==> config.mk <==
export PLATFORM = sky130hd
export DESIGN_NAME = cordic_rr_arbiter
export DESIGN_NICKNAME = d
export VERILOG_FILES = /design/src/rtl/cordic_rr_arbiter.sv
export SDC_FILE = /design/constraint.sdc
export NUM_CORES = 1
export LEC_CHECK = 0
export ABC_CLOCK_PERIOD_IN_PS = 3300
export CAP_MARGIN = 0
export CORE_AREA = 8 8 218 220
export DETAILED_ROUTE_END_ITERATION = 7
export DIE_AREA = 0 0 226 228
export PLACE_DENSITY = 0.57
export SLEW_MARGIN = 20
export SYNTH_ARGS = -nofsm -noshare
export SYNTH_HDL_FRONTEND = slang
export SYNTH_SLANG_ARGS = --single-unit
export TNS_END_PERCENT = 50
==> constraint.sdc <==
create_clock -name clk -period 3.3 [get_ports clk]
set_input_delay 0.66 -clock clk [delete_from_list [all_inputs] [get_ports clk]]
set_output_delay 0.66 -clock clk [all_outputs]
set_load 0.05 [all_outputs]
==> src/rtl/cordic_rr_arbiter.sv <==
// Round-robin arbiter/sequencer that time-shares one CORDIC unit among N_REQ requesters,
// with operand capture, done re-arming, watchdog timeout and invalid-opcode rejection.
module cordic_rr_arbiter #(
  parameter int WIDTH          = 32,
  parameter int N_REQ          = 4,
  parameter int TIMEOUT_CYCLES = 64
) (
  input  logic                   clk,
  input  logic                   rst,
  input  logic [N_REQ-1:0]       req,
  input  logic [4*N_REQ-1:0]     req_op,
  input  logic [WIDTH*N_REQ-1:0] req_x,
  input  logic [WIDTH*N_REQ-1:0] req_y,
  input  logic [WIDTH*N_REQ-1:0] req_z,
  output logic [N_REQ-1:0]       ack,
  output logic [N_REQ-1:0]       rsp_valid,
  output logic [WIDTH-1:0]       rsp_result,
  output logic                   rsp_err,
  output logic                   busy,
  output logic                   cordic_enable,
  output logic [3:0]             cordic_operation,
  output logic [WIDTH-1:0]       cordic_x,
  output logic [WIDTH-1:0]       cordic_y,
  output logic [WIDTH-1:0]       cordic_z,
  input  logic [WIDTH-1:0]       cordic_result,
  input  logic                   cordic_done
);

  localparam int PW = (N_REQ > 1) ? $clog2(N_REQ) : 1;
  localparam int CW = (TIMEOUT_CYCLES > 1) ? $clog2(TIMEOUT_CYCLES) : 1;
  localparam logic [3:0] OP_DEFAULT = 4'b1111;
  localparam logic [3:0] OP_MAX     = 4'd9;

  typedef enum logic [1:0] {IDLE, ISSUE, WAIT, RESP} state_t;

  state_t             state_q, state_d;
  logic [PW-1:0]      ptr_q, ptr_d;
  logic [PW-1:0]      gnt_q, gnt_d;
  logic [3:0]         op_q, op_d;
  logic [WIDTH-1:0]   x_q, x_d, y_q, y_d, z_q, z_d;
  logic               opValid_q, opValid_d;
  logic               armed_q, armed_d;
  logic [CW-1:0]      cnt_q, cnt_d;
  logic [WIDTH-1:0]   result_q, result_d;
  logic               err_q, err_d;
  logic [N_REQ-1:0]   ack_q, ack_d;
  logic [N_REQ-1:0]   rspValid_q, rspValid_d;
  logic               busy_q, busy_d;
  logic               enable_q, enable_d;
  logic [3:0]         cordicOp_q, cordicOp_d;

  logic [PW-1:0]      selIdx;
  logic               selFound;
  logic [3:0]         selOp;

  function automatic logic [N_REQ-1:0] oneHot(input logic [PW-1:0] i);
    oneHot = {{(N_REQ-1){1'b0}}, 1'b1} << i;
  endfunction

  // First requesting index at or after the pointer, wrapping modulo N_REQ.
  always_comb begin
    selIdx   = '0;
    selFound = 1'b0;
    for (int k = 0; k < N_REQ; k++) begin
      if (!selFound && req[(int'(ptr_q) + k) % N_REQ]) begin
        selFound = 1'b1;
        selIdx   = PW'((int'(ptr_q) + k) % N_REQ);
      end
    end
  end

  assign selOp = req_op[4*int'(selIdx) +: 4];

  always_comb begin
    state_d    = state_q;
    ptr_d      = ptr_q;
    gnt_d      = gnt_q;
    op_d       = op_q;
    x_d        = x_q;
    y_d        = y_q;
    z_d        = z_q;
    opValid_d  = opValid_q;
    armed_d    = armed_q;
    cnt_d      = cnt_q;
    result_d   = result_q;
    err_d      = err_q;
    ack_d      = '0;
    rspValid_d = '0;
    enable_d   = 1'b0;

    case (state_q)
      IDLE: begin
        if (selFound) begin
          gnt_d   = selIdx;
          op_d    = selOp;
          x_d     = req_x[WIDTH*int'(selIdx) +: WIDTH];
          y_d     = req_y[WIDTH*int'(selIdx) +: WIDTH];
          z_d     = req_z[WIDTH*int'(selIdx) +: WIDTH];
          ack_d   = oneHot(selIdx);
          state_d = ISSUE;
          if (selOp <= OP_MAX) begin
            opValid_d = 1'b1;
            enable_d  = 1'b1;
          end else begin
            opValid_d = 1'b0;
            result_d  = '0;
            err_d     = 1'b1;
          end
        end
      end
      // An invalid opcode spends this cycle without an enable, so its response
      // lands two cycles after the request just like the grant path implies.
      ISSUE: begin
        armed_d = 1'b0;
        cnt_d   = '0;
        if (opValid_q) begin
          state_d = WAIT;
        end else begin
          state_d    = RESP;
          rspValid_d = oneHot(gnt_q);
        end
      end
      WAIT: begin
        if (!cordic_done) armed_d = 1'b1;
        if (armed_q && cordic_done) begin
          result_d   = cordic_result;
          err_d      = 1'b0;
          state_d    = RESP;
          rspValid_d = oneHot(gnt_q);
        end else if (cnt_q == CW'(TIMEOUT_CYCLES - 1)) begin
          result_d   = '0;
          err_d      = 1'b1;
          state_d    = RESP;
          rspValid_d = oneHot(gnt_q);
        end else begin
          cnt_d = cnt_q + 1'b1;
        end
      end
      RESP: begin
        ptr_d   = (gnt_q == PW'(N_REQ - 1)) ? '0 : gnt_q + 1'b1;
        state_d = IDLE;
      end
      default: state_d = IDLE;
    endcase

    busy_d     = (state_d != IDLE);
    cordicOp_d = ((state_d == ISSUE || state_d == WAIT) && opValid_d) ? op_d : OP_DEFAULT;
  end

  always_ff @(posedge clk) begin
    if (!rst) begin
      state_q    <= IDLE;
      ptr_q      <= '0;
      gnt_q      <= '0;
      op_q       <= '0;
      x_q        <= '0;
      y_q        <= '0;
      z_q        <= '0;
      opValid_q  <= 1'b0;
      armed_q    <= 1'b0;
      cnt_q      <= '0;
      result_q   <= '0;
      err_q      <= 1'b0;
      ack_q      <= '0;
      rspValid_q <= '0;
      busy_q     <= 1'b0;
      enable_q   <= 1'b0;
      cordicOp_q <= OP_DEFAULT;
    end else begin
      state_q    <= state_d;
      ptr_q      <= ptr_d;
      gnt_q      <= gnt_d;
      op_q       <= op_d;
      x_q        <= x_d;
      y_q        <= y_d;
      z_q        <= z_d;
      opValid_q  <= opValid_d;
      armed_q    <= armed_d;
      cnt_q      <= cnt_d;
      result_q   <= result_d;
      err_q      <= err_d;
      ack_q      <= ack_d;
      rspValid_q <= rspValid_d;
      busy_q     <= busy_d;
      enable_q   <= enable_d;
      cordicOp_q <= cordicOp_d;
    end
  end

  assign ack              = ack_q;
  assign rsp_valid        = rspValid_q;
  assign rsp_result       = result_q;
  assign rsp_err          = err_q;
  assign busy             = busy_q;
  assign cordic_enable    = enable_q;
  assign cordic_operation = cordicOp_q;
  assign cordic_x         = x_q;
  assign cordic_y         = y_q;
  assign cordic_z         = z_q;

endmodule

==> results.sh, run 1 <==
export IMPL_status="completed"
export IMPL_crit_arrival_ns=3.14
export IMPL_clock_sinks=161
export IMPL_ir_worst_vdd_uv=366
export IMPL_grt_antenna_before_repair=3
export IMPL_coreArea_sq_mm=0.0438
export IMPL_numCtsBuffers=17
export IMPL_vias_per_cell=4.50
export IMPL_syn_cell_area_sq_mm=0.00868
export IMPL_r2r_cells=8
export IMPL_syn_nets=1729
export IMPL_synth_compound_area_share=0.156
export IMPL_num_rows=77
export IMPL_holdPathStages=2
export IMPL_required_ns=3.64
export IMPL_powerDensity_mw_per_mm2=638
export IMPL_syn_inst=1280
export IMPL_nets=2253
export IMPL_finalHoldViolCount=0
export IMPL_grtUsageTotal=0.177
export IMPL_fin_setup_tns_ns=0
export IMPL_syn_area_per_cell_sq_um=6.78
export IMPL_setup_viol=0
export IMPL_holdPathEnd="cordic_y[11]$_SDFFE_PN0P_"
export IMPL_synth_ff_type="dfxtp_1"
export IMPL_fill_cells=4723
export IMPL_rr_endpoint="cordic_z[20]$_SDFFE_PN0P_"
export IMPL_synth_cell_types=42
export IMPL_rsz0062_at_grt="false"
export IMPL_dr_pass1_iters=5
export IMPL_drt_iter0_drc=587
export IMPL_path_max_fanout=45
export IMPL_via_count=10800
export IMPL_p_total_mw=10.1
export IMPL_skew_ns=0.00824
export IMPL_crit_type="in2reg"
export IMPL_grt_pass1_vias=11000
export IMPL_cts_resized=0
export IMPL_cts_clk_slew_worst_paths_ns=0.06
export IMPL_period_share=0.849
export IMPL_antenna_left=0
export IMPL_multi_input_area_sq_mm=0.00504
export IMPL_cts_setup_buffers=0
export IMPL_synthXorXnorAreaFrac=0.00505
export IMPL_ys_warn_count=0
export IMPL_end_kind="flop"
export IMPL_die_w_um=226
export IMPL_portBuffers=581
export IMPL_layout_setup_ws_ns=0.498
export IMPL_max_slew_margin_rel=0.452
export IMPL_die_area_sq_mm=0.0515
export IMPL_drive_gt1_frac=0.0418
export IMPL_hpwl_um=37100
export IMPL_fin_cells=2411
export IMPL_synth_edff_count=0
export IMPL_critPathLaunchType="primary input"
export IMPL_hp_class="reg2reg"
export IMPL_whs_ns=0.453
export IMPL_start_util=0.198
export IMPL_muxShareOfSynthArea=0.0555
export IMPL_placed_cells=2377
export IMPL_async_flop_share=0
export IMPL_routed_wl_um=47500
export IMPL_grt_util_met3=0.0726
export IMPL_cts_buffer_depth=2
export IMPL_r2r_slack_ns=0.80
export IMPL_drv_slew=0
export IMPL_grt_ovfl_total=0
export IMPL_cts_hold_buf=0
export IMPL_drc=0
export IMPL_critical_path_buf_inv_count=3
export IMPL_clock_root_buffer="clkbuf_16"
export IMPL_yosys_area_share_simple=0.342
export IMPL_cts_tree="yes"
export IMPL_synth_seq_cells=161
export IMPL_grt_pass1_wl_um=69900
export IMPL_yosysSeqAreaShare=0.371
export IMPL_io_pins=582
export IMPL_use_met2=0.316
export IMPL_finalCriticalPeriod_ns=2.80
export IMPL_slowest_stage="clkdlybuf4s50_1"
export IMPL_post_place_ws_ns=0.0535
export IMPL_h_tree_depth=4
export IMPL_leakagePower_nw=6.06
export IMPL_max_stage_delay_ns=0.57
export IMPL_clock_fmax_mhz=357
export IMPL_hp_start="cordic_y[11]$_SDFFE_PN0P_"
export IMPL_top_usage_layer="met2"
export IMPL_met1_usage=0.193
export IMPL_synthAdderAreaFrac=0.0144
export IMPL_wl_per_cell_um=19.7
export IMPL_worst_slew_pin_slew_ns=0.823
export IMPL_maxCapViolCount=0
export IMPL_seq_area_sq_mm=0.00322
export IMPL_grt_max_degree=66
export IMPL_crit_reg2reg_launch="ptr_q[1]$_SDFFE_PN0N_"
export IMPL_place_congestion=0.912
export IMPL_syn_to_final_growth_pct=82.7
export IMPL_crit_chain="clkdlybuf4s50_1 -> a21boi_0 -> o221a_4 -> buf_12 -> nor2_2 -> buf_4 -> a21oi_1 -> o21ai_0 -> a22o_1"
export IMPL_crit_family="compound AO/OA/AOI/OAI gates"
export IMPL_synth_top_family_by_area="simple AND/OR/NAND/NOR gates"
export IMPL_die_h_um=228
export IMPL_clk_insertion_delay_late_ns=0.45
## layout make-up
class	instances	area share
flip-flops and latches	161	0.203
clock inverters	13	0.00884
clock buffers	19	0.0279
repair buffers	612	0.393
multi-input cells	1004	0.318
inverters	8	0.00189
diodes	2	0.000316
well taps	592	0.0467
## layer usage
layer	up-vias	part of all wire
met1	5042	0.39
met2	435	0.50
li1	5342	-
met4	0	0.013
met5	-	0
met3	29	0.099
## tightest hold or removal path, cell delays in order (launching register included)
cell     delay, ns
dfxtp_1       0.31
nand2_1       0.05
a21oi_1       0.05
## metrics by stage
step	utilization	cell area, sq um
2_1_floorplan	-	8680
3_3_place_gp	0.348	15300
3_5_place_dp	0.348	15300
4_1_cts	0.361	15800
5_1_grt	0.362	15800
6_report	0.362	15800
## cells in the mapped netlist, drive strengths merged (4+ instances only)
library cell  instances  area, sq um
ha                   10          125
nand2               479         1800
nand2b                4         25.0
o21ai                40          200
mux2i                47          470
dfxtp               161         3220
inv                   8         30.0
buf                  30          161
a22o                 36          315
clkbuf               77          289
xor2                  4         35.0
and3                  7         43.8
a21oi               140          701
nor2                 22         85.1
nand3               186          931
nor3                  4         25.0
## power breakdown
group	internal (mW)	total, mW	switching (mW)
clock	1.09	2.03	0.941
combinational	2.01	5.44	3.43
sequential	2.39	2.63	0.246
total	5.49	10.1	4.62
## flip-flops by register name, summed over array words and instances, names as in the netlist, 2 cells and up
name / cells
rsp_valid: 4
gnt_q: 2
state_q: 2
cordic_operation: 4
rsp_result: 32
ptr_q: 2
cordic_y: 32
cordic_x: 32
cnt_q: 6
ack: 4
cordic_z: 32
op_q: 4
## layout by cell type (no fill, tap or decap), types with 2 or more instances in the layout
master,synthesis,routed
clkdlybuf4s50_1,0,580
inv_6,0,7
inv_1,8,7
buf_4,0,16
nor3_1,3,3
diode_2,0,2
a22o_1,36,36
ha_1,10,10
xor2_1,4,4
nand2b_1,4,3
clkbuf_16,0,17
buf_12,0,15
o21ai_0,39,39
nor2_1,21,21
nand3_1,186,186
nand2_1,479,479
a21oi_1,140,140
nand4_1,2,2
and3_1,7,7
and2_1,3,3
mux2i_1,47,47
dfxtp_1,161,161
## worst max path at each step
stage | start | endpoint | slack, ns | cells after the start
global route | req[1] | cordic_x[27]$_SDFFE_PN0P_ | 0.38 | 9
CTS | req[1] | cordic_z[20]$_SDFFE_PN0P_ | 0.53 | 9
detailed placement | req[1] | cordic_z[20]$_SDFFE_PN0P_ | 0.05 | 9
finish | req[1] | cordic_z[20]$_SDFFE_PN0P_ | 0.50 | 9
global placement | req[1] | cordic_z[20]$_SDFFE_PN0P_ | 0.14 | 9
floorplan | req[1] | rsp_err$_SDFFE_PN0P_ | 0.81 | 9
## cells by family (layout without fill, tap and decap cells)
logic type / count (synthesis) / after routing
buf+inv: 115 / 652
simple gates: 711 / 711
fa+ha+maj: 10 / 10
compound gates: 230 / 230
mux: 48 / 48
other cells: 0 / 2
xor+xnor: 5 / 5
flops: 161 / 161
No activity file was read; power rests on OpenSTA's default activity.
==> inputs of run 2 (changes only) <==
--- a/config.mk
+++ b/config.mk
@@ -5,11 +5,11 @@
 export SDC_FILE = /design/constraint.sdc
 export NUM_CORES = 1
 export LEC_CHECK = 0
-export ABC_CLOCK_PERIOD_IN_PS = 3300
+export ABC_CLOCK_PERIOD_IN_PS = 2350
 export CAP_MARGIN = 0
-export CORE_AREA = 8 8 218 220
+export CORE_AREA = 8 8 221 223
 export DETAILED_ROUTE_END_ITERATION = 7
-export DIE_AREA = 0 0 226 228
+export DIE_AREA = 0 0 229 231
 export PLACE_DENSITY = 0.57
 export SLEW_MARGIN = 20
 export SYNTH_ARGS = -nofsm -noshare
==> constraint.sdc (replaced) <==
create_clock -name clk -period 2.35 [get_ports clk]
set_input_delay 0.47 -clock clk [delete_from_list [all_inputs] [get_ports clk]]
set_output_delay 0.47 -clock clk [all_outputs]
set_load 0.05 [all_outputs]
==> results.sh, run 2 (synthesis gave the netlist of run 1 again) <==
export IMPL_hp_class="in2reg"
export IMPL_drive_gt1_frac=0.0852
export IMPL_grt_max_degree=61
export IMPL_routed_wl_um=50200
export IMPL_cts_tree="yes"
export IMPL_max_stage_delay_ns=0.53
export IMPL_hp_start="rst"
export IMPL_grt_pass1_wl_um=71800
export IMPL_crit_chain="clkdlybuf4s50_1 -> buf_4 -> o22ai_4 -> mux2i_2 -> o21a_2 -> o2bb2ai_4 -> clkbuf_16 -> mux2i_1"
export IMPL_grt_pass1_vias=11400
export IMPL_holdPathEnd="opValid_q$_SDFF_PN0_"
export IMPL_top_usage_layer="met2"
export IMPL_num_rows=78
export IMPL_cts_hold_buf=0
export IMPL_place_congestion=0.887
export IMPL_final_area_sq_mm=0.0165
export IMPL_via_count=11100
export IMPL_critPathLaunchType="primary input"
export IMPL_max_slew_margin_rel=0.571
export IMPL_clock_fmax_mhz=430
export IMPL_post_place_ws_ns=-0.635
export IMPL_finalCriticalPeriod_ns=2.33
export IMPL_finalHoldViolCount=0
export IMPL_setup_viol=0
export IMPL_seq_area_sq_mm=0.00323
export IMPL_drc=0
export IMPL_hpwl_um=39500
export IMPL_h_tree_depth=4
export IMPL_die_w_um=229
export IMPL_ir_worst_vdd_uv=402
export IMPL_required_ns=2.74
export IMPL_portBuffers=581
export IMPL_met1_usage=0.189
export IMPL_placed_area_sq_mm=0.0156
export IMPL_rsz0062_at_grt="true"
export IMPL_maxCapViolCount=0
export IMPL_drv_slew=0
export IMPL_grt_util_met3=0.0666
export IMPL_dr_pass1_iters=5
export IMPL_cts_buffer_depth=2
export IMPL_antenna_left=0
export IMPL_p_total_mw=14.9
export IMPL_grt_antenna_before_repair=10
export IMPL_start_util=0.192
export IMPL_holdPathStages=3
export IMPL_multi_input_area_sq_mm=0.00509
export IMPL_leakagePower_nw=6.47
export IMPL_io_pins=582
export IMPL_r2r_cells=8
export IMPL_use_met2=0.319
export IMPL_numCtsBuffers=17
export IMPL_crit_type="in2reg"
export IMPL_crit_arrival_ns=2.72
export IMPL_end_kind="flop"
export IMPL_layout_commonest_cell="clkdlybuf4s50_1"
export IMPL_die_area_sq_mm=0.0529
export IMPL_period_share=0.990
export IMPL_skew_ns=0.00921
export IMPL_crit_reg2reg_launch="ptr_q[1]$_SDFFE_PN0N_"
export IMPL_cts_clk_slew_worst_paths_ns=0.08
export IMPL_fin_setup_tns_ns=0
export IMPL_vias_per_cell=4.49
export IMPL_die_h_um=231
export IMPL_syn_to_final_growth_pct=90.7
export IMPL_nets=2314
export IMPL_final_cell_mix="clkdlybuf4s50_1 (565), nand2_1 (479), nand3_1 (186)"
export IMPL_status="completed"
export IMPL_worst_slew_pin_slew_ns=0.642
export IMPL_rr_endpoint="rsp_result[11]$_SDFFE_PN0P_"
export IMPL_drt_iter0_drc=485
export IMPL_slowest_stage="clkdlybuf4s50_1"
export IMPL_layout_setup_ws_ns=0.0242
export IMPL_clock_sinks=161
export IMPL_clock_root_buffer="clkbuf_16"
export IMPL_grt_ovfl_total=0
export IMPL_r2r_slack_ns=0.03
export IMPL_grtUsageTotal=0.177
export IMPL_path_max_fanout=7
export IMPL_powerDensity_mw_per_mm2=903
export IMPL_coreArea_sq_mm=0.0451
export IMPL_fill_cells=4742
export IMPL_clk_insertion_delay_late_ns=0.46
export IMPL_wl_per_cell_um=20.2
run 2: power by group:
group          switching, mW  internal [mW]  total [mW]  leakage [nW]
Combinational           5.00           3.32        8.32          4.86
Clock                   1.36           1.56        2.92         0.295
Sequential             0.358           3.35        3.71          1.32
Total                   6.72           8.23        14.9          6.47
run 2: what timing repair did:
| item | CTS | global route |
|---|---|---|
| setup buffers | 2 | 7 |
| endpoints found under the setup margin | 38 | 67 |
| gates cloned | 1 | 6 |
| resized for setup | 3 | 17 |
| pin swaps | 1 | 3 |
run 2: worst max path at each step:
stage,end,startpoint,slack [ns]
6_report,rsp_result[11]$_SDFFE_PN0P_,req[3],0.02
5_1_grt,rsp_result[12]$_SDFFE_PN0P_,ptr_q[1]$_SDFFE_PN0N_,-0.07
4_1_cts,rsp_result[7]$_SDFFE_PN0P_,req[0],0.0006
3_5_place_dp,op_q[0]$_SDFF_PN0_,req[2],-0.63
3_3_place_gp,cordic_operation[0]$_SDFF_PN1_,req[2],-0.63
2_1_floorplan,rsp_err$_SDFFE_PN0P_,req[1],0.05
run 2: metrics by stage:
step | cells | hold slack [ns] | util
final | 2483 | 0.427 | 0.367
after global routing | 2483 | 0.427 | 0.367
after CTS | 2465 | 0.428 | 0.362
after detailed placement | 2430 | 0.446 | 0.347
after global placement | 2430 | 0.442 | 0.347
after floorplan | 1280 | 0.445 | -
run 2: per-layer routing:
layer	share of wire	vias up
met4	0.025	2
met2	0.50	480
li1	-	5482
met5	0.00026	-
met3	0.088	61
met1	0.38	5124
run 2: final cells by class:
class | instances | area share
antenna | 5 | 0.000756
clock buffer | 19 | 0.0274
clock inverter | 13 | 0.00869
inverter | 8 | 0.00181
multi-input combinational | 1005 | 0.308
sequential | 161 | 0.195
tap | 600 | 0.0454
timing repair buffer | 672 | 0.413
run 2: worst max-delay path, delay by kind of cell:
| family | cells | cell delay [ns] |
|---|---|---|
| mux | 2 | 0.50 |
| buf+inv | 3 | 1.00 |
| compound gates | 3 | 0.73 |
==> inputs of run 3 (changes only) <==
--- a/config.mk
+++ b/config.mk
@@ -7,10 +7,10 @@
 export LEC_CHECK = 0
 export ABC_CLOCK_PERIOD_IN_PS = 2350
 export CAP_MARGIN = 0
-export CORE_AREA = 8 8 221 223
+export CORE_AREA = 8 8 219 221
 export DETAILED_ROUTE_END_ITERATION = 7
-export DIE_AREA = 0 0 229 231
-export PLACE_DENSITY = 0.57
+export DIE_AREA = 0 0 227 229
+export PLACE_DENSITY = 0.58
 export SLEW_MARGIN = 20
 export SYNTH_ARGS = -nofsm -noshare
 export SYNTH_HDL_FRONTEND = slang
==> results.sh, run 3 (synthesis gave the netlist of run 1 again) <==
export IMPL_io_pins=582
export IMPL_maxCapViolCount=0
export IMPL_fill_cells=4719
export IMPL_clk_insertion_delay_late_ns=0.48
export IMPL_crit_arrival_ns=2.56
export IMPL_final_cell_mix="clkdlybuf4s50_1 (572), nand2_1 (479), nand3_1 (186)"
export IMPL_r2r_slack_ns=0.15
export IMPL_die_h_um=229
export IMPL_critPathLaunchType="flop"
export IMPL_vias_per_cell=4.49
export IMPL_crit_type="reg2reg"
export IMPL_dr_pass1_iters=5
export IMPL_routed_wl_um=47300
export IMPL_crit_end="rsp_err$_SDFFE_PN0P_"
export IMPL_cts_setup_buffers=0
export IMPL_clock_fmax_mhz=455
export IMPL_drc=0
export IMPL_path_max_fanout=8
export IMPL_grt_ovfl_total=0
export IMPL_skew_ns=0.0102
export IMPL_finalCoreUtilization=0.367
export IMPL_leakagePower_nw=6.40
export IMPL_grt_pass1_wl_um=68600
export IMPL_max_slew_margin_rel=0.574
export IMPL_layout_commonest_cell="clkdlybuf4s50_1"
export IMPL_seq_area_sq_mm=0.00322
export IMPL_status="completed"
export IMPL_cp_startpoint="ptr_q[1]$_SDFFE_PN0N_"
export IMPL_crit_reg2reg_launch="ptr_q[1]$_SDFFE_PN0N_"
export IMPL_via_count=11100
export IMPL_finalCriticalPeriod_ns=2.20
export IMPL_start_util=0.194
export IMPL_die_area_sq_mm=0.0520
export IMPL_grt_antenna_before_repair=6
export IMPL_grtUsageTotal=0.174
export IMPL_drv_slew=0
export IMPL_nets=2303
export IMPL_setup_viol=0
export IMPL_drt_iter0_drc=532
export IMPL_antenna_left=0
export IMPL_ir_worst_vdd_uv=508
export IMPL_hpwl_um=37500
export IMPL_rsz0062_at_grt="false"
export IMPL_required_ns=2.71
export IMPL_grt_max_degree=68
export IMPL_r2r_cells=7
export IMPL_cts_buffer_depth=2
export IMPL_drive_gt1_frac=0.0739
export IMPL_finalHoldViolCount=0
export IMPL_wl_per_cell_um=19.1
export IMPL_place_congestion=0.905
export IMPL_period_share=0.936
export IMPL_portBuffers=581
export IMPL_fin_setup_tns_ns=0
export IMPL_grt_pass1_vias=11400
export IMPL_cts_clk_slew_worst_paths_ns=0.08
export IMPL_num_rows=78
export IMPL_end_kind="flop"
export IMPL_die_w_um=227
export IMPL_cts_hold_buf=0
export IMPL_powerDensity_mw_per_mm2=890
export IMPL_coreArea_sq_mm=0.0447
export IMPL_multi_input_area_sq_mm=0.00507
export IMPL_h_tree_depth=4
export IMPL_clock_root_buffer="clkbuf_16"
export IMPL_numCtsBuffers=17
export IMPL_worst_slew_pin_slew_ns=0.636
export IMPL_clock_sinks=161
export IMPL_hp_class="in2reg"
export IMPL_cts_tree="yes"
export IMPL_rr_endpoint="rsp_err$_SDFFE_PN0P_"
export IMPL_syn_to_final_growth_pct=89.0
==> run 3: changes by cell type in the layout (fill, tap and decap cells not counted), moves of 2 or more <==
cell,previous run,this run
buf_4,75,62
clkbuf_16,21,18
clkbuf_8,2,0
clkdlybuf4s50_1,565,572
clkinv_2,2,0
clkinv_4,1,3
clkinv_8,1,5
dfxtp_4,2,0
diode_2,5,3
==> run 3: worst min path at each step <==
stage | depth (start not counted) | start | slack (ns) | endpoint
floorplan | 2 | armed_q$_SDFFE_PN0P_ | 0.44 | armed_q$_SDFFE_PN0P_
global placement | 2 | rsp_result[24]$_SDFFE_PN0P_ | 0.44 | rsp_result[24]$_SDFFE_PN0P_
detailed placement | 2 | cordic_z[21]$_SDFFE_PN0P_ | 0.45 | cordic_z[21]$_SDFFE_PN0P_
CTS | 3 | rst | 0.38 | rsp_result[8]$_SDFFE_PN0P_
global route | 3 | rst | 0.42 | rsp_result[9]$_SDFFE_PN0P_
finish | 3 | rst | 0.43 | rsp_result[9]$_SDFFE_PN0P_
==> run 3: repair_timing <==
action | in CTS | in global routing
gates resized for setup | 1 | 17
gates cloned | 0 | 1
endpoints found under the setup margin | 18 | 28
pin swaps | 0 | 2
==> run 3: power by group <==
part           internal (mW)  switching, mW  leakage (nW)  total [mW]
Sequential              3.35          0.345          1.32        3.70
Combinational           3.10           4.89          4.78        7.99
Clock                   1.45           1.46         0.297        2.91
Total                   7.89           6.70          6.40        14.6
==> run 3: metrics by stage <==
| stage | power (mW) | hold slack, ns | setup slack (ns) | cells | area (sq um) |
|---|---|---|---|---|---|
| after global routing | 15.5 | 0.415 | 0.00510 | 2470 | 16400 |
| after global placement | 11.7 | 0.442 | -0.449 | 2434 | 15700 |
| final | 14.6 | 0.430 | 0.150 | 2470 | 16400 |
| after floorplan | 8.32 | 0.445 | 0.0521 | 1280 | 8680 |
| after detailed placement | 11.8 | 0.446 | -0.619 | 2434 | 15700 |
| after CTS | 14.8 | 0.379 | 0.0194 | 2466 | 16300 |
==> run 3: critical path: stages (launching register included) <==
cell and delay (ns):
dfxtp_2 0.42, mux2i_4 0.28, o221a_4 0.30, mux2i_1 0.24, mux2i_2 0.11, o21a_2 0.24
o2bb2ai_4 0.17, mux2_1 0.33
==> run 3: final cells by class <==
class / instances / share of cell area
Timing Repair Buffer: 662 / 0.409
Multi-Input combinational cell: 1004 / 0.309
Sequential cell: 161 / 0.197
Tap cell: 600 / 0.0458
Clock buffer: 17 / 0.0259
Clock inverter: 15 / 0.0114
Inverter: 8 / 0.00183
Antenna cell: 3 / 0.000458
==> run 3: metal layers <==
layer  part of all wire  global-route usage  wire [um]  vias up
li1                   -                   -          -     5452
met1               0.39               0.188      18300     5067
met2               0.48               0.299      22800      506
met3               0.10              0.0714       4710       71
met4              0.030              0.0666       1430        4
met5            0.00049                   0         23        -
